===== src/rtl/fir_result_reader_pkg.sv =====
// Shared types and constants for the FIR result reader.
// floatType is the FIR result word; the warm-up default tracks the FIR taps.
package CbfPkg;

  typedef logic [31:0] floatType;

  typedef enum logic {
    S_WARMUP,
    S_RUN
  } reader_state_t;

  localparam int FIR_LOOKAHEAD    = 240;
  localparam int FIR_LOOKBACK     = 240;
  localparam int FIR_ADDER_LAYERS = 9;

  localparam int WARMUP_DEFAULT =
    FIR_LOOKAHEAD + FIR_LOOKBACK +
    FIR_ADDER_LAYERS + 1;

endpackage


===== src/rtl/fir_result_reader_sync_fifo.sv =====
// Synchronous FIFO with separate occupancy count.
// Push while full is accepted only alongside a pop.
module sync_fifo
  import CbfPkg::*;
#(
  parameter int DEPTH = 16,
  parameter int FW    = 32
) (
  input  logic                   clk,
  input  logic                   rst,
  input  logic                   push,
  input  logic                   pop,
  input  logic [FW-1:0]          wdata,
  output logic [FW-1:0]          rdata,
  output logic                   full,
  output logic                   empty,
  output logic [$clog2(DEPTH):0] level
);

  localparam int AW = $clog2(DEPTH);

  logic [FW-1:0] mem_q [DEPTH];
  logic [FW-1:0] mem_d [DEPTH];
  logic [AW-1:0] wr_q, wr_d;
  logic [AW-1:0] rd_q, rd_d;
  logic [AW:0]   lvl_q, lvl_d;
  logic          do_push, do_pop;

  assign empty = (lvl_q == '0);
  assign full  = (lvl_q == (AW+1)'(DEPTH));
  assign level = lvl_q;
  assign rdata = mem_q[rd_q];

  assign do_pop  = pop && !empty;
  assign do_push = push && (!full || do_pop);

  always_comb begin
    mem_d = mem_q;
    wr_d  = wr_q;
    rd_d  = rd_q;
    lvl_d = lvl_q;
    if (do_push) begin
      mem_d[wr_q] = wdata;
      wr_d = wr_q + AW'(1);
    end
    if (do_pop)
      rd_d = rd_q + AW'(1);
    if (do_push && !do_pop)
      lvl_d = lvl_q + (AW+1)'(1);
    else if (do_pop && !do_push)
      lvl_d = lvl_q - (AW+1)'(1);
  end

  always_ff @(posedge clk) begin
    if (rst) begin
      for (int i = 0; i < DEPTH; i++)
        mem_q[i] <= '0;
      wr_q  <= '0;
      rd_q  <= '0;
      lvl_q <= '0;
    end else begin
      mem_q <= mem_d;
      wr_q  <= wr_d;
      rd_q  <= rd_d;
      lvl_q <= lvl_d;
    end
  end

endmodule


===== src/rtl/fir_result_reader.sv =====
// FIR result consumer: drops warm-up results, buffers the rest.
// Define CBF_SERIAL_EN to replace valid/ready output with a serializer.
module fir_result_reader
  import CbfPkg::*;
#(
  parameter int DEPTH  = 16,
  parameter int WARMUP = WARMUP_DEFAULT,
  parameter int FW     = $bits(floatType)
) (
  input  logic                   clk,
  input  logic                   rst,
  input  logic                   in_valid,
  input  logic [FW-1:0]          in_data,
  output logic                   out_valid,
  input  logic                   out_ready,
  output logic [FW-1:0]          out_data,
  output logic [$clog2(DEPTH):0] level,
  output logic                   warm,
`ifdef CBF_SERIAL_EN
  output logic                   ser_data,
  output logic                   ser_frame,
`endif
  output logic                   overflow
);

  localparam int CW = (WARMUP > 1) ? $clog2(WARMUP) : 1;
  localparam reader_state_t ST_RST =
    (WARMUP == 0) ? S_RUN : S_WARMUP;

  reader_state_t state_q, state_d;
  logic [CW-1:0] cnt_q, cnt_d;
  logic          warm_q, warm_d;
  logic          ovf_q, ovf_d;
  logic          push, pop;
  logic          full, empty;
  logic [FW-1:0] head;

  sync_fifo #(.DEPTH(DEPTH), .FW(FW)) u_fifo (
    .clk   (clk),
    .rst   (rst),
    .push  (push),
    .pop   (pop),
    .wdata (in_data),
    .rdata (head),
    .full  (full),
    .empty (empty),
    .level (level)
  );

  assign push     = (state_q == S_RUN) && in_valid;
  assign out_data = head;
  assign warm     = warm_q;
  assign overflow = ovf_q;

`ifdef CBF_SERIAL_EN
  localparam int BW = $clog2(FW);

  logic          busy_q, busy_d;
  logic [BW-1:0] bit_q, bit_d;
  logic [FW-1:0] sh_q, sh_d;
  logic          last_bit;
  logic          unused_ready;

  assign unused_ready = out_ready;
  assign out_valid    = 1'b0;
  assign last_bit     = (bit_q == BW'(FW-1));
  assign pop          = (!busy_q || last_bit) && !empty;
  assign ser_data     = busy_q && sh_q[FW-1];
  assign ser_frame    = busy_q && (bit_q == '0);

  always_comb begin
    busy_d = busy_q;
    bit_d  = bit_q;
    sh_d   = sh_q;
    if (pop) begin
      busy_d = 1'b1;
      bit_d  = '0;
      sh_d   = head;
    end else if (busy_q) begin
      busy_d = !last_bit;
      bit_d  = bit_q + BW'(1);
      sh_d   = {sh_q[FW-2:0], 1'b0};
    end
  end

  always_ff @(posedge clk) begin
    if (rst) begin
      busy_q <= 1'b0;
      bit_q  <= '0;
      sh_q   <= '0;
    end else begin
      busy_q <= busy_d;
      bit_q  <= bit_d;
      sh_q   <= sh_d;
    end
  end
`else
  assign out_valid = !empty;
  assign pop       = out_valid && out_ready;
`endif

  always_comb begin
    state_d = state_q;
    cnt_d   = cnt_q;
    ovf_d   = ovf_q;
    unique case (1'b1)
      (state_q == S_WARMUP): begin
        if (in_valid) begin
          cnt_d = cnt_q + CW'(1);
          if (cnt_q == CW'(WARMUP-1))
            state_d = S_RUN;
        end
      end
      default: begin
        if (push && full && !pop)
          ovf_d = 1'b1;
      end
    endcase
    warm_d = (state_d == S_RUN);
  end

  always_ff @(posedge clk) begin
    if (rst) begin
      state_q <= ST_RST;
      cnt_q   <= '0;
      warm_q  <= 1'b0;
      ovf_q   <= 1'b0;
    end else begin
      state_q <= state_d;
      cnt_q   <= cnt_d;
      warm_q  <= warm_d;
      ovf_q   <= ovf_d;
    end
  end

endmodule

===== config.mk =====
export PLATFORM = sky130hd
export DESIGN_NAME = fir_result_reader
export DESIGN_NICKNAME = d
export VERILOG_FILES = /design/src/rtl/fir_result_reader_pkg.sv /design/src/rtl/fir_result_reader_sync_fifo.sv /design/src/rtl/fir_result_reader.sv
export SDC_FILE = /design/constraint.sdc
export NUM_CORES = 1
export LEC_CHECK = 0
export BUFFER_PORTS_ARGS = -buffer_cell sky130_fd_sc_hd__buf_4
export CORE_UTILIZATION = 50
export DETAILED_ROUTE_END_ITERATION = 10
export GPL_ROUTABILITY_DRIVEN = 1
export PLACE_DENSITY = 0.66
export SLEW_MARGIN = 20
export SYNTH_ARGS = -nofsm -noshare
export SYNTH_HDL_FRONTEND = slang
export SYNTH_SLANG_ARGS = --single-unit

===== constraint.sdc =====
create_clock -name clk -period 4.4 [get_ports clk]
set_clock_uncertainty 0.1 [all_clocks]
set_input_delay 0.22 -clock clk [delete_from_list [all_inputs] [get_ports clk]]
set_output_delay 0.22 -clock clk [all_outputs]
set_load 0.01 [all_outputs]

# Word level (Yosys, flattened, before mapping)
# Cells that the tools add are included.
[word_totals]
regBits = 536
out_inout_bits = 40
[op_classes]
eq_ne = 2
addsub = 5
bitwise_logic = 3
reduce_logical = 19
order_cmp = 3
muxes = 11
[ops]
columns = ["cell", "count"]
rows = [
  ["512-bit bitwise mux", 1],
  ["32-bit binary-select mux with 4-bit select", 1],
  ["32-bit demux with 4-bit select", 1],
  ["32-bit 2-to-1 mux", 3],
  ["5-bit >= comparator, second input constant", 2],
  ["5-bit 2-to-1 mux", 2],
  ["4-bit NOT with 5-bit output", 2],
  ["9-bit by 1-bit adder with 9-bit output, second input constant", 1],
  ["9-bit equality test, second input constant", 1],
  ["1-bit logical AND", 9],
  ["4-bit by 1-bit adder with 4-bit output, second input constant", 2],
  ["5-bit by 1-bit adder with 5-bit output, second input constant", 1],
  ["5-bit equality test, second input constant", 1],
  ["1-bit logical NOT", 5],
  ["5-bit logical NOT", 1],
  ["5-bit by 1-bit < comparator with 1-bit output, second input constant", 1],
  ["5-bit by 1-bit subtractor with 5-bit output, second input constant", 1],
  ["2-bit AND reduction", 2],
  ["1-bit 2-to-1 mux", 3],
  ["2-bit nonzero test", 1],
  ["1-bit logical OR", 1],
  ["1-bit NOT", 1],
]

# Logic depth before layout (Yosys ltp)
# Gate-level depths: netlist (run 1).
[logic_depth]
depth_word = 10
ltp_mapped = 11
depth_no_buf = 9

# Hierarchy
# From an unflattened synthesis (run 1), not the netlist that was laid out.
[hier_totals]
cells_unflattened = 2612
area_unflattened_um2 = 23159.7
[by_module_without_submodules]
columns = ["module", "area_each_um2", "cells_per_inst", "n_inst"]
rows = [
  ["sync_fifo", 22620.4, 2552, 1],
  ["fir_result_reader", 539.3, 60, 1],
]

# Worst setup path after synthesis (run 1)
# OpenSTA, ideal clock, no wires.
[synth_path]
kind = "register to register"
startpoint = "register u_fifo.lvl_q[0] (netlist: u_fifo.level[0])"
endpoint = "register u_fifo.lvl_q[4] (netlist: u_fifo.level[4])"
path_stages_with_launch = 12
arrival_time_ns = 2.811
setup_ns = 0.121
synth_period_minus_slack_ns = 3.032
t_required_ns = 4.179
slack_ns = 1.368
path_buffers = 2
path_cell_list = "dfxtp_1 > or4_1 > buf_4 > buf_6 > o21ai_2 > ha_1 > inv_1 > ha_1 > a21oi_1 > a211oi_1 > a31oi_1 > mux2_2"
[synth_via]
elab_chain_len = 9
[synth_rtl]
columns = ["item", "line_no", "rtl"]
rows = [
  ["from (decl)", "fir_result_reader_sync_fifo.sv:26", "logic [AW:0] lvl_q, lvl_d;"],
  ["from (signal assigned)", "fir_result_reader_sync_fifo.sv:65", "lvl_q <= lvl_d;"],
  ["parallel branches: the longest is 9 deep, another holds 5-bit by 1-bit subtractor with 5-bit output", "-", ""],
]
# Several ways; the timed one is not identified. The select of a mux whose other input is x is not followed.
# A chain may end at the register's enable or synchronous reset.

# Final worst setup path (run 1)
[layout_path]
startpoint = "register u_fifo.rd_q[0]"
endpoint = "output out_data[27]"
[layout_via]
elab_chain_len = 4
[layout_rtl]
columns = ["item", "line_no", "rtl"]
rows = [
  ["from (decl)", "fir_result_reader_sync_fifo.sv:25", "logic [AW-1:0] rd_q, rd_d;"],
  ["from (signal assigned)", "fir_result_reader_sync_fifo.sv:64", "rd_q <= rd_d;"],
  ["4-bit NOT with 5-bit output (not written as such)", "fir_result_reader_sync_fifo.sv:32", "assign rdata = mem_q[rd_q];"],
  ["32-bit binary-select mux with 4-bit select", "fir_result_reader_sync_fifo.sv:32", ""],
  ["32-bit 2-to-1 mux (not written as such) (2 in a row)", "fir_result_reader_sync_fifo.sv:32", ""],
  ["to (decl)", "fir_result_reader.sv:16", "output logic [FW-1:0] out_data,"],
]
# No other way between the ends. The select of a mux whose other input is x is not followed.

==> results of run 1 <==
[worst max path at each step]
stage          cells past startpoint                           end
2_1_floorplan                     11  u_fifo.level[4]$_SDFFE_PP0P_
3_3_place_gp                      10  u_fifo.level[4]$_SDFFE_PP0P_
3_5_place_dp                      10  u_fifo.level[4]$_SDFFE_PP0P_
4_1_cts                            5                  out_data[27]
5_1_grt                            5                   out_data[3]
6_report                           5                  out_data[27]
[cells by family after synthesis]
kind of cell	Yosys count	synth area share, %
fa+ha+maj	13	0.721
mux	131	12.3
compound gates	625	17.0
simple gates	1129	18.4
flops	536	45.4
xor+xnor	16	0.593
buf+inv	282	5.44
[sequential cells by signal, indices dropped and copies added (netlist names)]
register      cells
cnt_q             9
u_fifo.rd_q       4
warm              1
overflow          1
u_fifo.wr_q       4
u_fifo.mem_q    512
u_fifo.level      5
[power breakdown]
group	internal (uW)	switching, uW
sequential	4850	2.34
combinational	61.0	170
clock	2680	1970
[stage by stage]
step           worst slack (ps)  cells  total power (uW)  hold WS [ps]  utilization [%]
3_3_place_gp               1240   3191              5160           338             52.4
5_1_grt                     882   3322             10000           118             56.9
4_1_cts                     958   3321              9800          90.1             56.9
3_5_place_dp               1220   3191              5170           344             52.4
2_1_floorplan              1370   2732              5110           333                -
6_report                   1040   3322              9730          77.8             56.9
[per-layer routing]
layer / routed length [um] / track usage [%]
met1: 29300 / 39.4
met2: 33400 / 47.3
met3: 6210 / 5.84
met4: 1740 / 9.19
met5: 0 / 0
[synth_stat cells, types with 2 or more instances]
cell / number
a2111oi_2: 3
a211o_1: 4
a211oi_1: 4
a211oi_2: 11
a21oi_1: 408
a21oi_2: 111
a22oi_1: 64
a31oi_1: 2
and3_1: 5
buf_1: 40
buf_2: 61
buf_4: 2
buf_6: 19
clkbuf_1: 154
dfxtp_1: 536
ha_1: 12
inv_1: 6
mux2i_1: 2
mux4_2: 128
nand2_1: 1064
nand2b_1: 4
nand3_1: 7
nand3b_1: 3
nor2_1: 28
nor2b_1: 6
nor3_1: 2
o211ai_1: 2
o211ai_2: 6
o211ai_4: 6
xnor2_1: 7
xor2_1: 9
[area by class of cell]
class	instances	area [um^2]
fillers	4047	20000
diodes	1	2.50
inverters	6	22.5
clock buffers	85	1640
well taps	607	759
repair buffers	162	1400
multi-input cells	1914	11800
flip-flops and latches	536	10700
clock inverters	11	145
==> key figures, run 1 <==
Worst hold path
  • Worst Hold Path EP: cnt_q[0]$_SDFFE_PP0P_
  • Class of the tightest hold or removal check: input pin to flip-flop
  • Startpoint of the worst hold path: rst
  • Number of cells on the worst hold path: 2

Route
  • Number of DRC violations after detailed-routing iteration 0: 2,266
  • Via/cell ratio: 5.90
  • Total DRC errors in the routed layout: 0
  • Remaining number of nets flagged by the antenna check after routing: 0
  • Via count: 19,600
  • Total detailed-routing wirelength: 70,700 um
  • Detail-routed net length per standard cell: 21.3 um
  • Number of search-and-repair iterations in the first detailed-routing pass: 5

Setup path
  • Worst R2R End: u_fifo.level[4]$_SDFFE_PP0P_
  • Worst Setup SP: u_fifo.rd_q[0]$_SDFFE_PP0P_
  • Total buffers and inverters traversed by the critical path: 2
  • Setup Crit Path Kind: flip-flop to primary output
  • CP endpoint kind: primary output
  • CP max stage delay: 760 ps
  • Required arrival time at the worst endpoint: 4080 ps
  • Start of the worst register-to-register path: u_fifo.level[0]$_SDFFE_PP0P_
  • Reg2reg setup slack: 1210 ps
  • Worst path top cell family by delay: flip-flops
  • Cells traversed along the worst timing path: buf_12 -> mux4_2 -> a22oi_1 -> nand2_1 -> buf_4
  • Critical-path cell with the highest stage delay: dfxtp_4
  • Worst-path fanout max: 47
  • Arrival time of data at the critical path endpoint: 3040 ps
  • Startpoint Class: flip-flop
  • Worst r2r path cells: 10

Logic synthesis
  • Instance count of the mapped netlist: 2,732
  • Share of flip-flops with an asynchronous set or reset after synthesis: 0%
  • Sequential share of the synthesized area: 45.4%
  • EDFF count, synth: 0
  • Synth warn: 0
  • Number of flip-flops and latches in the synthesized netlist: 536
  • Netlist cell types: 47
  • Cell taking the most area after synthesis: dfxtp_1
  • Mean area per synthesized cell: 8.64 um^2
  • Top cell type's share of synthesized area: 45.4%
  • Combined area of all synthesized cells: 23,600 um^2
  • Synthesized Nets: 2,781
  • Primary flip-flop cell chosen by synthesis mapping: dfxtp_1
  • Top post-synthesis cells by area: dfxtp_1 45%, nand2_1 17%, mux4_2 12%, a21oi_1 8.6%, a21oi_2 4.1%

Floorplanning
  • Ports placed on the boundary: 76
  • Die area: 48,100 um^2
  • Initial core utilization: 50.7%
  • Height of the chip: 219 um
  • Area of the core: 46,600 um^2
  • Die width: 219 um
  • Std cell rows: 79

Placed design
  • Routability congestion estimate: 0.779
  • Cell area reported after detailed placement: 24,400 um^2
  • Number of buffers added on ports: 75
  • Post-DP HPWL: 39,300 um

Finish
  • Final net count: 2,724
  • Commonest non-fill, non-tap cell in the layout: nand2_1
  • Post-layout instance area: 26,500 um^2
  • Most frequent cells in the layout: 1,064 x nand2_1, 534 x dfxtp_1, 408 x a21oi_1
  • Layout-stage area growth over the synthesis result: 12.3%
  • Share of cells above drive strength 1: 17.9%

Status
  • Outcome: completed

Clock network
  • CTS Buffer Depth: 3
  • Resized cells post-CTS: 0
  • Clock transition at the registers of the reported paths: 60 ps
  • Library cell used as clock root buffer: clkbuf_16
  • Clock Sinks: 536
  • Number of H-tree levels: 2
  • Hold-fix buffers, CTS: 34
  • Clock tree from TritonCTS: built
  • Post-CTS Setup Repair Bufs: 0
  • Inserted Clock Buffers: 55
  • Later-pin clock latency in the skew report: 620 ps

Power and ir drop
  • Peak ir drop on the vdd network: 378 uV
  • Pleak: 0.00830 uW
  • PwrDens: 367 nW/um^2

Timing
  • Accumulated negative setup slack: 0 ps
  • Fin crit share: 76.5%
  • Final setup violation count: 0
  • Unrepaired setup endpoints after global routing: no
  • Number of pins with negative max-slew slack in the final report: 0
  • Final critical delay including setup and external delays: 3360 ps
  • Relative slew margins: 23.1%
  • Hold violation count in the final report: 0
  • Maximum clock rate: 297 MHz
  • Worst-margin pin slew: 1150 ps

GRT
  • Overall fraction of global-route tracks in use: 29.3%
  • Wire length of the first global-routing pass: 108,000 um
  • Number of global-route vias before repair: 18,800
  • Maximum number of pins on one net before global-route repair: 152
  • Initial antenna violation count: 1
  • GRT overflow: 0

Job
  • Number of max-cap violations: 0
(Power assumes the default switching activity.)
==> inputs of run 2 (changes only) <==
- PLACE_DENSITY: 0.66 -> 0.69
- clock period: 4.4 -> 2.79 ns (I/O delays scaled with it)
==> key figures, run 2 (synthesized netlist as in run 1, its figures left out) <==
Clock network
  • Clock Sinks: 536
  • Later-pin clock latency in the skew report: 600 ps
  • Inserted Clock Buffers: 54
  • Library cell used as clock root buffer: clkbuf_16
  • CTS Buffer Depth: 3
  • Clock tree from TritonCTS: built
  • Number of H-tree levels: 2
  • Clock transition at the registers of the reported paths: 70 ps

Finish
  • Post-layout instance area: 27,400 um^2
  • Largest register FFs: 512
  • Final net count: 2,775
  • Commonest non-fill, non-tap cell in the layout: nand2_1
  • Antenna cells: 0
  • Register ranked first by flip-flop count: u_fifo.mem_q
  • Most frequent cells in the layout: 1,064 x nand2_1, 530 x dfxtp_1, 406 x a21oi_1
  • Share of cells above drive strength 1: 20.2%
  • Number of fillers in the final layout: 3,978
  • Layout-stage area growth over the synthesis result: 15.9%

Setup path
  • Arrival time of data at the critical path endpoint: 2520 ps
  • Worst R2R End: u_fifo.level[4]$_SDFFE_PP0P_
  • CP endpoint kind: primary output
  • Worst-path fanout max: 33
  • Reg2reg setup slack: 150 ps
  • Required arrival time at the worst endpoint: 2550 ps
  • Worst r2r path cells: 9
  • Startpoint Class: flip-flop
  • Setup Crit Path Kind: flip-flop to primary output
  • Start of the worst register-to-register path: u_fifo.level[1]$_SDFFE_PP0P_

Power and ir drop
  • PwrDens: 569 nW/um^2
  • Pleak: 0.00873 uW
  • Peak ir drop on the vdd network: 556 uV
  • Fraction of power spent switching nets: 21.7%
  • Share of power burned in registers: 49.1%
  • Switching Power: 3390 uW
  • Gate power share: 2.4%
  • Clock network fraction of design power: 48.5%
  • Internal Pwr Total: 12,200 uW

Timing
  • Final setup violation count: 0
  • Number of pins with negative max-slew slack in the final report: 0
  • Hold violation count in the final report: 0
  • Worst-margin pin slew: 719 ps
  • Fin crit share: 98.9%
  • Accumulated negative setup slack: 0 ps
  • Relative slew margins: 52.0%
  • Final critical delay including setup and external delays: 2760 ps
  • Maximum clock rate: 363 MHz
  • Unrepaired setup endpoints after global routing: yes

GRT
  • Initial antenna violation count: 0
  • GRT overflow: 0
  • Number of global-route vias before repair: 19,400
  • Maximum number of pins on one net before global-route repair: 100
  • Overall fraction of global-route tracks in use: 29.3%
  • Wire length of the first global-routing pass: 109,000 um

Floorplanning
  • Initial core utilization: 50.7%
  • Std cell rows: 79
  • Area of the core: 46,600 um^2
  • Ports placed on the boundary: 76
  • Die area: 48,100 um^2
  • Die width: 219 um
  • Height of the chip: 219 um

Placed design
  • Number of buffers added on ports: 75
  • Cell area reported after detailed placement: 24,900 um^2
  • Post-DP HPWL: 39,900 um
  • Routability congestion estimate: 0.775

Route
  • Detail-routed net length per standard cell: 20.9 um
  • Via count: 19,900
  • Number of DRC violations after detailed-routing iteration 0: 2,162
  • Total DRC errors in the routed layout: 0
  • Number of search-and-repair iterations in the first detailed-routing pass: 8
  • Total detailed-routing wirelength: 70,600 um
  • Remaining number of nets flagged by the antenna check after routing: 0
  • Via/cell ratio: 5.91

Job
  • Number of max-cap violations: 0

Status
  • Outcome: completed

Worst hold path
  • Class of the tightest hold or removal check: input pin to flip-flop
  • Startpoint of the worst hold path: in_data[6]
  • Worst Hold Path EP: u_fifo.mem_q[102]$_SDFFE_PP0P_
  • Number of cells on the worst hold path: 4
==> run 2: cell types whose count changed in the layout (fill, tap and decap cells not counted), sizes merged <==
cell / delta
clkinv: +10
dlygate4sd3: +1
inv: -2
bufinv: +5
buf: +50
clkinvlp: +2
diode: -1
clkbuf: -13
==> run 2: worst max-delay path by stage <==
stage	slack, ps	cells past startpoint	startpoint	endpoint
3_3_place_gp	190	9	u_fifo.level[1]$_SDFFE_PP0P_	u_fifo.level[4]$_SDFFE_PP0P_
5_1_grt	-10	7	u_fifo.rd_q[0]$_SDFFE_PP0P_	out_data[12]
3_5_place_dp	150	9	u_fifo.level[1]$_SDFFE_PP0P_	u_fifo.level[4]$_SDFFE_PP0P_
6_report	30	5	u_fifo.rd_q[1]$_SDFFE_PP0P_	out_data[4]
2_1_floorplan	20	11	u_fifo.level[1]$_SDFFE_PP0P_	u_fifo.level[4]$_SDFFE_PP0P_
4_1_cts	9	6	u_fifo.rd_q[0]$_SDFFE_PP0P_	out_data[23]
==> run 2: worst max-delay path, cell delays in order, from the launching register on <==
cell and delay, ps:
dfxtp_4 570, buf_12 290, mux4_2 330, a22oi_1 390, nand2_1 140, buf_4 170
==> run 2: area by class of cell <==
cell class / count / area [um^2] / share of cell area (%)
Timing Repair Buffer: 214 / 2130 / 7.79
Clock buffer: 71 / 1510 / 5.50
Multi-Input combinational cell: 1914 / 11900 / 43.4
Clock inverter: 26 / 323 / 1.18
Inverter: 6 / 25.0 / 0.0914
Sequential cell: 536 / 10700 / 39.3
Tap cell: 607 / 759 / 2.77
==> run 2: timing repair <==
item | CTS | global route
cloned | 1 | 1
buffers inserted | 2 | 14
pin swaps | 0 | 1
gates resized for setup | 3 | 5
hold buffers | 35 | 0
setup endpoints to repair | 18 | 22
endpoints found under the hold margin | 535 | 0
==> run 2: metrics by stage <==
stage	total power [uW]	utilization, %	instances	setup slack (ps)	hold slack (ps)
finish	15600	58.8	3374	31.5	331
global route	16000	58.8	3374	-12.4	331
CTS	15600	58.4	3359	9.49	306
detailed placement	8150	53.6	3224	151	344
global placement	8140	53.6	3224	188	338
floorplan	8060	-	2732	21.5	273
==> run 2: power groups by stage <==
stage	clock [uW]	sequential, uW	combinational (uW)
finish	7550	7650	373
global route	7970	7650	398
global placement	0	7830	318
detailed placement	0	7830	324
CTS	7620	7650	365
floorplan	0	7830	232
==> run 2: layer usage <==
| metal | GRT usage, % | part of all wire [%] |
|---|---|---|
| met1 | 38.6 | 41 |
| met4 | 10.6 | 3.1 |
| met3 | 4.91 | 8.8 |
| met2 | 48.4 | 47 |
| met5 | 0 | 0 |
